`src/rtl/ro_entropy_ctrl.sv`:
```
// Ring-oscillator TRNG controller: enables the RO bank, waits out warm-up, samples the
// RO outputs through 2-flop synchronizers, XORs them to one raw bit per tick and packs
// the bits MSB-first into words. Configurable with RO_HEALTH_TEST_EN (repetition-count test).
// Latency: first word is valid WARMUP_CYCLES + SAMPLE_DIV*WORD_W cycles after the start edge.
// Backpressure: one word waits on the output and one more is parked internally (HOLD, sampling
// frozen); a word is never dropped or overwritten until stop or reset.
// Ports:
//   clk, rst_n          : clock and asynchronous active-low reset
//   start, stop         : 1-cycle control pulses (stop wins over everything)
//   ro_en / ro_in       : per-cell RO enables (registered) and raw asynchronous RO outputs
//   word_data/_valid/_ready : packed output word with valid/ready handshake
//   busy                : high whenever the controller is not idle
//   health_alarm        : sticky repetition-test failure (constant 0 without the macro)
module ro_entropy_ctrl #(
  parameter int NUM_RO        = 8,
  parameter int WARMUP_CYCLES = 64,
  parameter int SAMPLE_DIV    = 4,
  parameter int WORD_W        = 32,
  parameter int REP_LIMIT     = 16
) (
  input  logic              clk,
  input  logic              rst_n,
  input  logic              start,
  input  logic              stop,
  output logic [NUM_RO-1:0] ro_en,
  input  logic [NUM_RO-1:0] ro_in,
  output logic [WORD_W-1:0] word_data,
  output logic              word_valid,
  input  logic              word_ready,
  output logic              busy,
  output logic              health_alarm
);

  localparam int WCW = $clog2(WARMUP_CYCLES + 1);
  localparam int DCW = $clog2(SAMPLE_DIV + 1);
  localparam int BCW = $clog2(WORD_W + 1);
  localparam logic [WCW-1:0] WARM_LAST = WCW'(WARMUP_CYCLES - 1);
  localparam logic [DCW-1:0] DIV_LAST  = DCW'(SAMPLE_DIV - 1);
  localparam logic [BCW-1:0] BIT_LAST  = BCW'(WORD_W - 1);

  if (NUM_RO < 1 || NUM_RO > 32 || WARMUP_CYCLES < 1 || SAMPLE_DIV < 1 ||
      WORD_W < 2 || WORD_W > 64 || REP_LIMIT < 2) begin : g_param_check
    $error("ro_entropy_ctrl: parameter out of range");
  end

`ifdef RO_HEALTH_TEST_EN
  typedef enum logic [2:0] {IDLE, WARMUP, SAMPLE, HOLD, FAULT} state_e;
  localparam int RCW = $clog2(REP_LIMIT + 1);
  localparam logic [RCW-1:0] REP_MAX = RCW'(REP_LIMIT);
  logic [RCW-1:0] rep_q, rep_d, rep_nxt;
  logic           last_q, last_d, alarm_q, alarm_d;
`else
  typedef enum logic [2:0] {IDLE, WARMUP, SAMPLE, HOLD} state_e;
`endif

  state_e            state_q, state_d;
  logic [NUM_RO-1:0] sync1_q, sync2_q, ro_en_q, ro_en_d;
  logic [WCW-1:0]    warm_q, warm_d;
  logic [DCW-1:0]    div_q, div_d;
  logic [BCW-1:0]    bit_q, bit_d;
  logic [WORD_W-1:0] shift_q, shift_d, data_q, data_d, shift_nxt;
  logic              valid_q, valid_d, raw_bit, xfer;

  // Synchronizers run regardless of FSM state.
  always_ff @(posedge clk or negedge rst_n) begin
    if (!rst_n) begin
      sync1_q <= '0;
      sync2_q <= '0;
    end else begin
      sync1_q <= ro_in;
      sync2_q <= sync1_q;
    end
  end

  assign raw_bit   = ^sync2_q;
  assign shift_nxt = {shift_q[WORD_W-2:0], raw_bit};
  assign xfer      = valid_q & word_ready;
`ifdef RO_HEALTH_TEST_EN
  // rep_q==0 marks "no previous tick", so the first tick always starts a run of 1.
  assign rep_nxt = (rep_q != '0 && raw_bit == last_q) ? rep_q + 1'b1 : RCW'(1);
`endif

  always_comb begin
    state_d = state_q;
    ro_en_d = ro_en_q;
    warm_d  = warm_q;
    div_d   = div_q;
    bit_d   = bit_q;
    shift_d = shift_q;
    data_d  = data_q;
    valid_d = valid_q;
`ifdef RO_HEALTH_TEST_EN
    rep_d   = rep_q;
    last_d  = last_q;
    alarm_d = alarm_q;
`endif
    if (stop && state_q != IDLE) begin
      state_d = IDLE;
      ro_en_d = '0;
      valid_d = 1'b0;
      warm_d  = '0;
      div_d   = '0;
      bit_d   = '0;
      shift_d = '0;
`ifdef RO_HEALTH_TEST_EN
      rep_d   = '0;
      last_d  = 1'b0;
`endif
    end else begin
      unique case (state_q)
        IDLE: begin
          if (start) begin
            state_d = WARMUP;
            ro_en_d = '1;
            warm_d  = '0;
          end
        end
        WARMUP: begin
          if (warm_q == WARM_LAST) begin
            state_d = SAMPLE;
            div_d   = '0;
            bit_d   = '0;
          end else begin
            warm_d = warm_q + 1'b1;
          end
        end
        SAMPLE: begin
          if (xfer) valid_d = 1'b0;
          if (div_q == DIV_LAST) begin
            div_d = '0;
`ifdef RO_HEALTH_TEST_EN
            rep_d  = rep_nxt;
            last_d = raw_bit;
            if (rep_nxt == REP_MAX) begin
              // The failing tick never produces a word.
              state_d = FAULT;
              ro_en_d = '0;
              valid_d = 1'b0;
              alarm_d = 1'b1;
            end else
`endif
            begin
              shift_d = shift_nxt;
              if (bit_q == BIT_LAST) begin
                bit_d = '0;
                if (!valid_q || xfer) begin
                  data_d  = shift_nxt;
                  valid_d = 1'b1;
                end else begin
                  // Output slot busy: the finished word stays in shift_q while sampling pauses.
                  state_d = HOLD;
                end
              end else begin
                bit_d = bit_q + 1'b1;
              end
            end
          end else begin
            div_d = div_q + 1'b1;
          end
        end
        HOLD: begin
          // word_valid is always 1 here, so word_ready alone means a transfer.
          if (word_ready) begin
            data_d  = shift_q;
            valid_d = 1'b1;
            state_d = SAMPLE;
          end
        end
`ifdef RO_HEALTH_TEST_EN
        FAULT: ;
`endif
        default: state_d = IDLE;
      endcase
    end
  end

  always_ff @(posedge clk or negedge rst_n) begin
    if (!rst_n) begin
      state_q <= IDLE;
      ro_en_q <= '0;
      warm_q  <= '0;
      div_q   <= '0;
      bit_q   <= '0;
      shift_q <= '0;
      data_q  <= '0;
      valid_q <= 1'b0;
`ifdef RO_HEALTH_TEST_EN
      rep_q   <= '0;
      last_q  <= 1'b0;
      alarm_q <= 1'b0;
`endif
    end else begin
      state_q <= state_d;
      ro_en_q <= ro_en_d;
      warm_q  <= warm_d;
      div_q   <= div_d;
      bit_q   <= bit_d;
      shift_q <= shift_d;
      data_q  <= data_d;
      valid_q <= valid_d;
`ifdef RO_HEALTH_TEST_EN
      rep_q   <= rep_d;
      last_q  <= last_d;
      alarm_q <= alarm_d;
`endif
    end
  end

  assign ro_en      = ro_en_q;
  assign word_data  = data_q;
  assign word_valid = valid_q;
  assign busy       = (state_q != IDLE);
`ifdef RO_HEALTH_TEST_EN
  assign health_alarm = alarm_q;
`else
  assign health_alarm = 1'b0;
`endif

endmodule

```
`config.mk`:
```
export PLATFORM = sky130hd
export DESIGN_NAME = ro_entropy_ctrl
export DESIGN_NICKNAME = d
export VERILOG_FILES = /design/src/rtl/ro_entropy_ctrl.sv
export SDC_FILE = /design/constraint.sdc
export NUM_CORES = 1
export LEC_CHECK = 0
export CAP_MARGIN = 40
export CORE_AREA = 2 2 93 95
export DETAILED_ROUTE_END_ITERATION = 12
export DIE_AREA = 0 0 95 97
export PLACE_DENSITY = 0.77
export SETUP_SLACK_MARGIN = 0.2
export SYNTH_ARGS = -nofsm -noshare
export SYNTH_HDL_FRONTEND = slang
export SYNTH_SLANG_ARGS = --single-unit
```
`constraint.sdc`:
```
create_clock -name clk -period 3.9 [get_ports clk]
set_clock_uncertainty 0.15 [all_clocks]
set_input_delay 0.585 -clock clk [delete_from_list [all_inputs] [get_ports clk]]
set_output_delay 0.585 -clock clk [all_outputs]
set_load 0.02 [all_outputs]
```
==> reports/results.tsv, run 1 <==
metric	value	unit
ant_nets	0	
routedWlPerCell	15.9	um
post-route-drc-count	0	
netlist_instances	353	
drive_gt1_frac	0.229	
synth_enable_flop_cells	0	
critical_path.max_fanout	21	
grt-ovfl-total	0	
drt-pass1-iter-count	4	
dp_hpwl	5.28	mm
minimum_period_implied_by_the_final_worst_setup_slack	2.89	ns
worst_slew_margin_rel	0.526	
num_vias	2913	
initial_core_utilization	0.548	
criticalPathCategory	reg -> out	
grt_first_pass_wirelength	14.1	mm
floorplan.rows	33	
fmax	346	MHz
outcome	completed	
design_internal_power	0.00155	W
post_cts_hold_buffer_count	0	
post_synthesis_instance_area	4450	um2
synth_top_area_frac	0.562	
post_place_cell_area	5030	um2
hold_violations	0	
asyncSetResetFlopFracSynth	1.00	
power.ir.vdd_worst	169	uV
grt_setup_unrepaired	false	
clock_tree.htree_level_count	3	
critical_path.endpoint_type	primary output	
crit_share_post_route	0.742	
power.share.clock	0.291	
core_area	8130	um2
power_per_cell_area	422	nW/um2
fin_setup_tns	0	ns
die_height	97	um
finalWeightedCongestion	0.814	
insertion_delay	0.35	ns
yosys_most_used_dff	dfrtp_1	
io-pin-count	56	
share_comb_of_total_power	0.191	
maximum_number_of_pins_on_one_net_before_global_route_repair	61	
antenna_violations_before_repair	0	
net_switching_power	0.000655	W
synth-seq-area-share	0.562	
first_global_vias	2898	
num_antenna_cells	0	
synthDominantAreaCellType	dfrtp_1	
clkSinkCount	100	
timing.max_cap.violations	0	
die_area	9220	um2
number_of_buffers_created_by_cts	9	
yosys-top-cells-area	dfrtp_1, mux2_2, a22o_1	
finalMaxSlewViolations	0	
finalInstanceArea	5210	um2
cts_tree	yes	
cp.arrival	2.16	ns
worstPathRequired	3.16	ns
synth.ff_latch_count	100	
cts.path.max_buffers	2	
detail_route.wirelength	8.06	mm
critical_path.startpoint_type	flop	
clk_transition_reported_paths	0.09	ns
nNetsFinal	414	
worstHoldPathType	in -> async	
worst_pin_slew	0.711	ns
port_buffers	54	
power.static_leakage	2.37	nW
synthDistinctLibCells	45	
power.switching_fraction	0.298	
drt_iter0_markers	139	
cts_post_setup_buffers_inserted	0	
cts.root.buffer_cell	clkbuf_8	
layout-area-overhead-vs-synth	17.1	%
yosysWarnings	0	
final-setup-viol-count	0	
synth_nets	369	
post_cts.resized_instances	0	
p_seq_frac	0.518	
syn_avg_cell_area	12.6	um2
avgViaCountPerCell	5.76	
grt_util_all_layers	0.191	
dieWidth	95	um
cell type report:
class	count	area, um2
multi-input cells	218	1780
well taps	105	131
fillers	630	2920
inverters	9	33.8
clock inverters	5	63.8
flip-flops and latches	100	2500
repair buffers	60	583
clock buffers	9	124
Yosys cell counts (all sizes together) (2+ instances only):
cell	number
nor2	11
a21oi	8
nor3b	5
or2	2
nand2b	5
a31oi	6
nor2b	3
or3	2
o21a	4
nor3	4
clkbuf	8
nand2	10
dfrtp	100
mux2	63
nand4	4
a22o	31
nand3	6
o21ai	18
xnor2	7
inv	9
buf	18
mux2i	4
and2	3
a22oi	2
o211ai	3
ha	3
state kept, by name, summed over array words and instances, names as in the netlist:
| signal | cells |
|---|---|
| word_data | 32 |
| shift_q | 32 |
| word_valid | 1 |
| bit_q | 6 |
| div_q | 3 |
| sync2_q | 8 |
| ro_en | 1 |
| warm_q | 7 |
| state_q | 2 |
| sync1_q | 8 |
cells by family (layout without fill, tap and decap cells):
kind of cell,count (synthesis),count (layout),share of synthesized area
XOR/XNOR,7,7,0.0138
AND/OR/NAND/NOR,59,59,0.0722
flip-flops,100,100,0.562
buffers and inverters,35,83,0.0410
adder cells (fa/ha/maj),3,3,0.00843
multiplexers,67,67,0.168
AO/OA/AOI/OAI,81,81,0.134
other,1,1,0.000842
worst max-delay path, stage by stage (launching register included):
cell	delay (ns)
dfrtp_1	0.74
nor2_1	0.19
inv_1	0.23
clkdlybuf4s50_1	0.65
layout by cell type (no fill, tap or decap), types with 4 or more instances in the layout:
cell and count:
a21oi_1 8, nor3_1 4, buf_4 7, nor2_1 10, o21a_1 4, a31oi_1 6, o21ai_0 15, inv_1 9
clkbuf_8 9, nand2_1 10, clkdlybuf4s50_1 53, mux2i_1 4, dfrtp_1 100, nor3b_1 5, xnor2_1 7, mux2_2 63
nand4_1 4, a22o_1 31, nand2b_1 5, nand3_1 6
stage by stage:
| stage | cells | util | hold slack [ns] | setup slack [ns] | total power, W |
|---|---|---|---|---|---|
| final | 506 | 0.641 | 0.144 | 1.01 | 0.00220 |
| after global routing | 506 | 0.641 | 0.186 | 0.832 | 0.00232 |
| after CTS | 506 | 0.641 | 0.153 | 0.987 | 0.00223 |
| after detailed placement | 492 | 0.618 | 0.185 | 0.765 | 0.00158 |
| after global placement | 492 | 0.618 | 0.184 | 0.899 | 0.00157 |
| after floorplan | 353 | - | 0.139 | 1.85 | 0.00144 |
metal layers:
metal,global-route usage,wire [um],share of wire
met1,0.280,3780,0.47
met2,0.289,3860,0.48
met3,0.0514,346,0.043
met4,0.0412,74,0.0092
met5,0,0,0
power by group through the flow:
stage / sequential, W / combinational, W / clock [W]
2_1_floorplan: 0.00114 / 0.000302 / 0
3_3_place_gp: 0.00116 / 0.000409 / 0
3_5_place_dp: 0.00116 / 0.000419 / 0
4_1_cts: 0.00114 / 0.000423 / 0.000662
5_1_grt: 0.00115 / 0.000462 / 0.000712
6_report: 0.00114 / 0.000420 / 0.000641
worst paths after layout:
kind                            slack, ns  startpoint            end  cells past startpoint
worst max-delay path                 1.01  state_q[0]           busy                      3
worst min-delay path                 0.14       rst_n      warm_q[3]                      1
worst max register to register       1.51  state_q[1]       bit_q[5]                      5
worst min register to register       0.20  sync1_q[4]     sync2_q[4]                      0
max in group asynchronous            2.70       rst_n  word_data[29]                      2
min in group clk                     0.20  sync1_q[4]     sync2_q[4]                      0
Power figures use the tool's default switching activity.
==> run 2: changes to the inputs <==
CORE_AREA = 2 2 98 100   (was 2 2 93 95)
DIE_AREA = 0 0 100 102   (was 0 0 95 97)
PLACE_DENSITY = 0.73   (was 0.77)
clock period = 2.4 ns   (was 3.9 ns; I/O delays follow)
==> reports/results.tsv, run 2 (synthesis results as in run 1) <==
metric	value	unit	change
finalMaxSlewViolations	0		unchanged
worst_slew_margin_rel	0.585		was 0.526
layout.cells.most_common_list	dfrtp_1, mux2_2, clkdlybuf4s50_1, a22o_1, buf_4		was dfrtp_1, mux2_2, clkdlybuf4s50_1, a22o_1, o21ai_0
drive_gt1_frac	0.265		was 0.229
layout-area-overhead-vs-synth	20.8	%	was 17.1%
crit_share_post_route	0.861		
net_switching_power	0.00109	W	was 0.000655 W
cts.path.max_buffers	2		unchanged
timing.max_cap.violations	0		unchanged
critical_path.max_fanout	6		was 21
most_common_cell_after_layout_fill_and_taps_aside	dfrtp_1		unchanged
reg2reg_setup_slack	0.33	ns	was 1.51 ns
layout.core_utilization	0.591		was 0.641
die_area	10200	um2	was 9220 um2
p_seq_frac	0.491		was 0.518
cells_along_the_critical_path	ha_1 > nand4_1 > or2_2 > o21ai_2 > mux2i_1		was nor2_1 > inv_1 > clkdlybuf4s50_1
critical-path-max-stage-delay	0.45	ns	was 0.74 ns
number_of_buffers_created_by_cts	9		unchanged
floorplan.rows	35		was 33
drt_iter0_markers	156		was 139
grt-ovfl-total	0		unchanged
clk_transition_reported_paths	0.09	ns	about the same
avgViaCountPerCell	5.59		was 5.76
worst_pin_slew	0.622	ns	was 0.711 ns
initial_core_utilization	0.489		was 0.548
criticalPathCategory	reg -> reg		was reg -> out
insertion_delay	0.36	ns	was 0.35 ns
drt-pass1-iter-count	4		unchanged
num_vias	2940		was 2913
cp.arrival	2.19	ns	was 2.16 ns
critical_path.startpoint_type	flop		unchanged
core_area	9110	um2	was 8130 um2
final-setup-viol-count	0		unchanged
worstPathRequired	2.53	ns	was 3.16 ns
share_comb_of_total_power	0.216		was 0.191
power.share.clock	0.293		was 0.291
die_height	102	um	was 97 um
design_internal_power	0.00260	W	was 0.00155 W
nNetsFinal	427		was 414
power.switching_fraction	0.296		was 0.298
maximum_number_of_pins_on_one_net_before_global_route_repair	51		was 61
power.static_leakage	2.46	nW	was 2.37 nW
finalWeightedCongestion	0.857		was 0.814
dp_hpwl	5.54	mm	was 5.28 mm
finalInstanceArea	5380	um2	was 5210 um2
fin_setup_tns	0	ns	unchanged
finalPower	0.00370	W	was 0.00220 W
num_antenna_cells	0		unchanged
critical_path.endpoint_type	flop		was primary output
clock_tree.htree_level_count	3		unchanged
worstHoldPathType	reg -> reg		was in -> async
grt_first_pass_wirelength	14.4	mm	was 14.1 mm
hold_violations	0		unchanged
routedWlPerCell	15.6	um	was 15.9 um
antenna_violations_before_repair	0		unchanged
minimum_period_implied_by_the_final_worst_setup_slack	2.07	ns	
post-route-drc-count	0		unchanged
worst_path_slowest_cell	or2_2		was dfrtp_1
grt_setup_unrepaired	false		unchanged
grt_util_all_layers	0.176		was 0.191
port_buffers	54		unchanged
cts_tree	yes		unchanged
power_per_cell_area	688	nW/um2	was 422 nW/um2
fmax	484	MHz	
pre_cts_setup_slack	0.0996	ns	was 0.765 ns
detail_route.wirelength	8.20	mm	was 8.06 mm
dieWidth	100	um	was 95 um
power.ir.vdd_worst	327	uV	was 169 uV
post_place_cell_area	5140	um2	was 5030 um2
setup_ws	0.333	ns	was 1.01 ns
outcome	completed		unchanged
ant_nets	0		unchanged
cts.root.buffer_cell	clkbuf_8		unchanged
clkSinkCount	100		unchanged
first_global_vias	2951		was 2898
io-pin-count	56		unchanged
==> run 2: cell count changes in the layout (fill, tap and decap cells not counted), moves of 2 or more <==
cell,change
dfrtp_2,+2
dfrtp_1,-2
buf_12,+2
buf_4,+10
==> run 2: final timing paths <==
check	depth (start not counted)	to	from
setup / recovery	5	bit_q[1]	warm_q[0]
hold / removal	0	sync2_q[1]	sync1_q[1]
setup reg to reg	5	bit_q[1]	warm_q[0]
hold reg to reg	0	sync2_q[1]	sync1_q[1]
max in group asynchronous	3	shift_q[18]	rst_n
min in group asynchronous	2	word_data[17]	rst_n
==> run 2: through the flow <==
stage	hold slack, ns	instances
after floorplan	-0.0856	353
after global placement	0.183	509
after detailed placement	0.185	509
after CTS	0.207	526
after global routing	0.211	526
final	0.205	526
==> run 2: cell type report <==
| class | instances | area, um2 |
|---|---|---|
| Fill cell | 758 | 3730 |
| Sequential cell | 100 | 2500 |
| Multi-Input combinational cell | 218 | 1800 |
| Timing Repair Buffer | 73 | 707 |
| Tap cell | 111 | 139 |
| Clock buffer | 10 | 138 |
| Clock inverter | 5 | 61.3 |
| Inverter | 9 | 33.8 |
==> run 2: layer usage <==
| layer | routed length, um | vias up | GRT usage |
|---|---|---|---|
| met1 | 3950 | 1474 | 0.254 |
| li1 | - | 1399 | - |
| met3 | 294 | 9 | 0.0369 |
| met2 | 3840 | 58 | 0.272 |
| met5 | 0 | - | 0 |
| met4 | 113 | 0 | 0.0527 |
==> run 2: power groups by stage <==
stage	registers, W	logic (W)	clock network, W
6_report	0.00181	0.000801	0.00108
5_1_grt	0.00183	0.000875	0.00119
4_1_cts	0.00181	0.000800	0.00112
3_5_place_dp	0.00187	0.000752	0
3_3_place_gp	0.00186	0.000738	0
2_1_floorplan	0.00185	0.000491	0
==> run 2: critical path: cells and delay by family (launching register included) <==
| family | cells | cell delay (ns) |
|---|---|---|
| adders and majority gates | 1 | 0.22 |
| muxes | 1 | 0.23 |
| DFF | 1 | 0.39 |
| and+or+nand+nor | 2 | 0.71 |
| AOI/OAI and AO/OA | 1 | 0.29 |
==> run 2: what timing repair did <==
item / in CTS / in global routing
endpoints found under the hold margin: 46 / 0
setup endpoints to repair: 1 / 32
gates cloned: 0 / 0
gates resized for setup: 4 / 3
buffers inserted: 1 / 0
hold buffers: 1 / 0
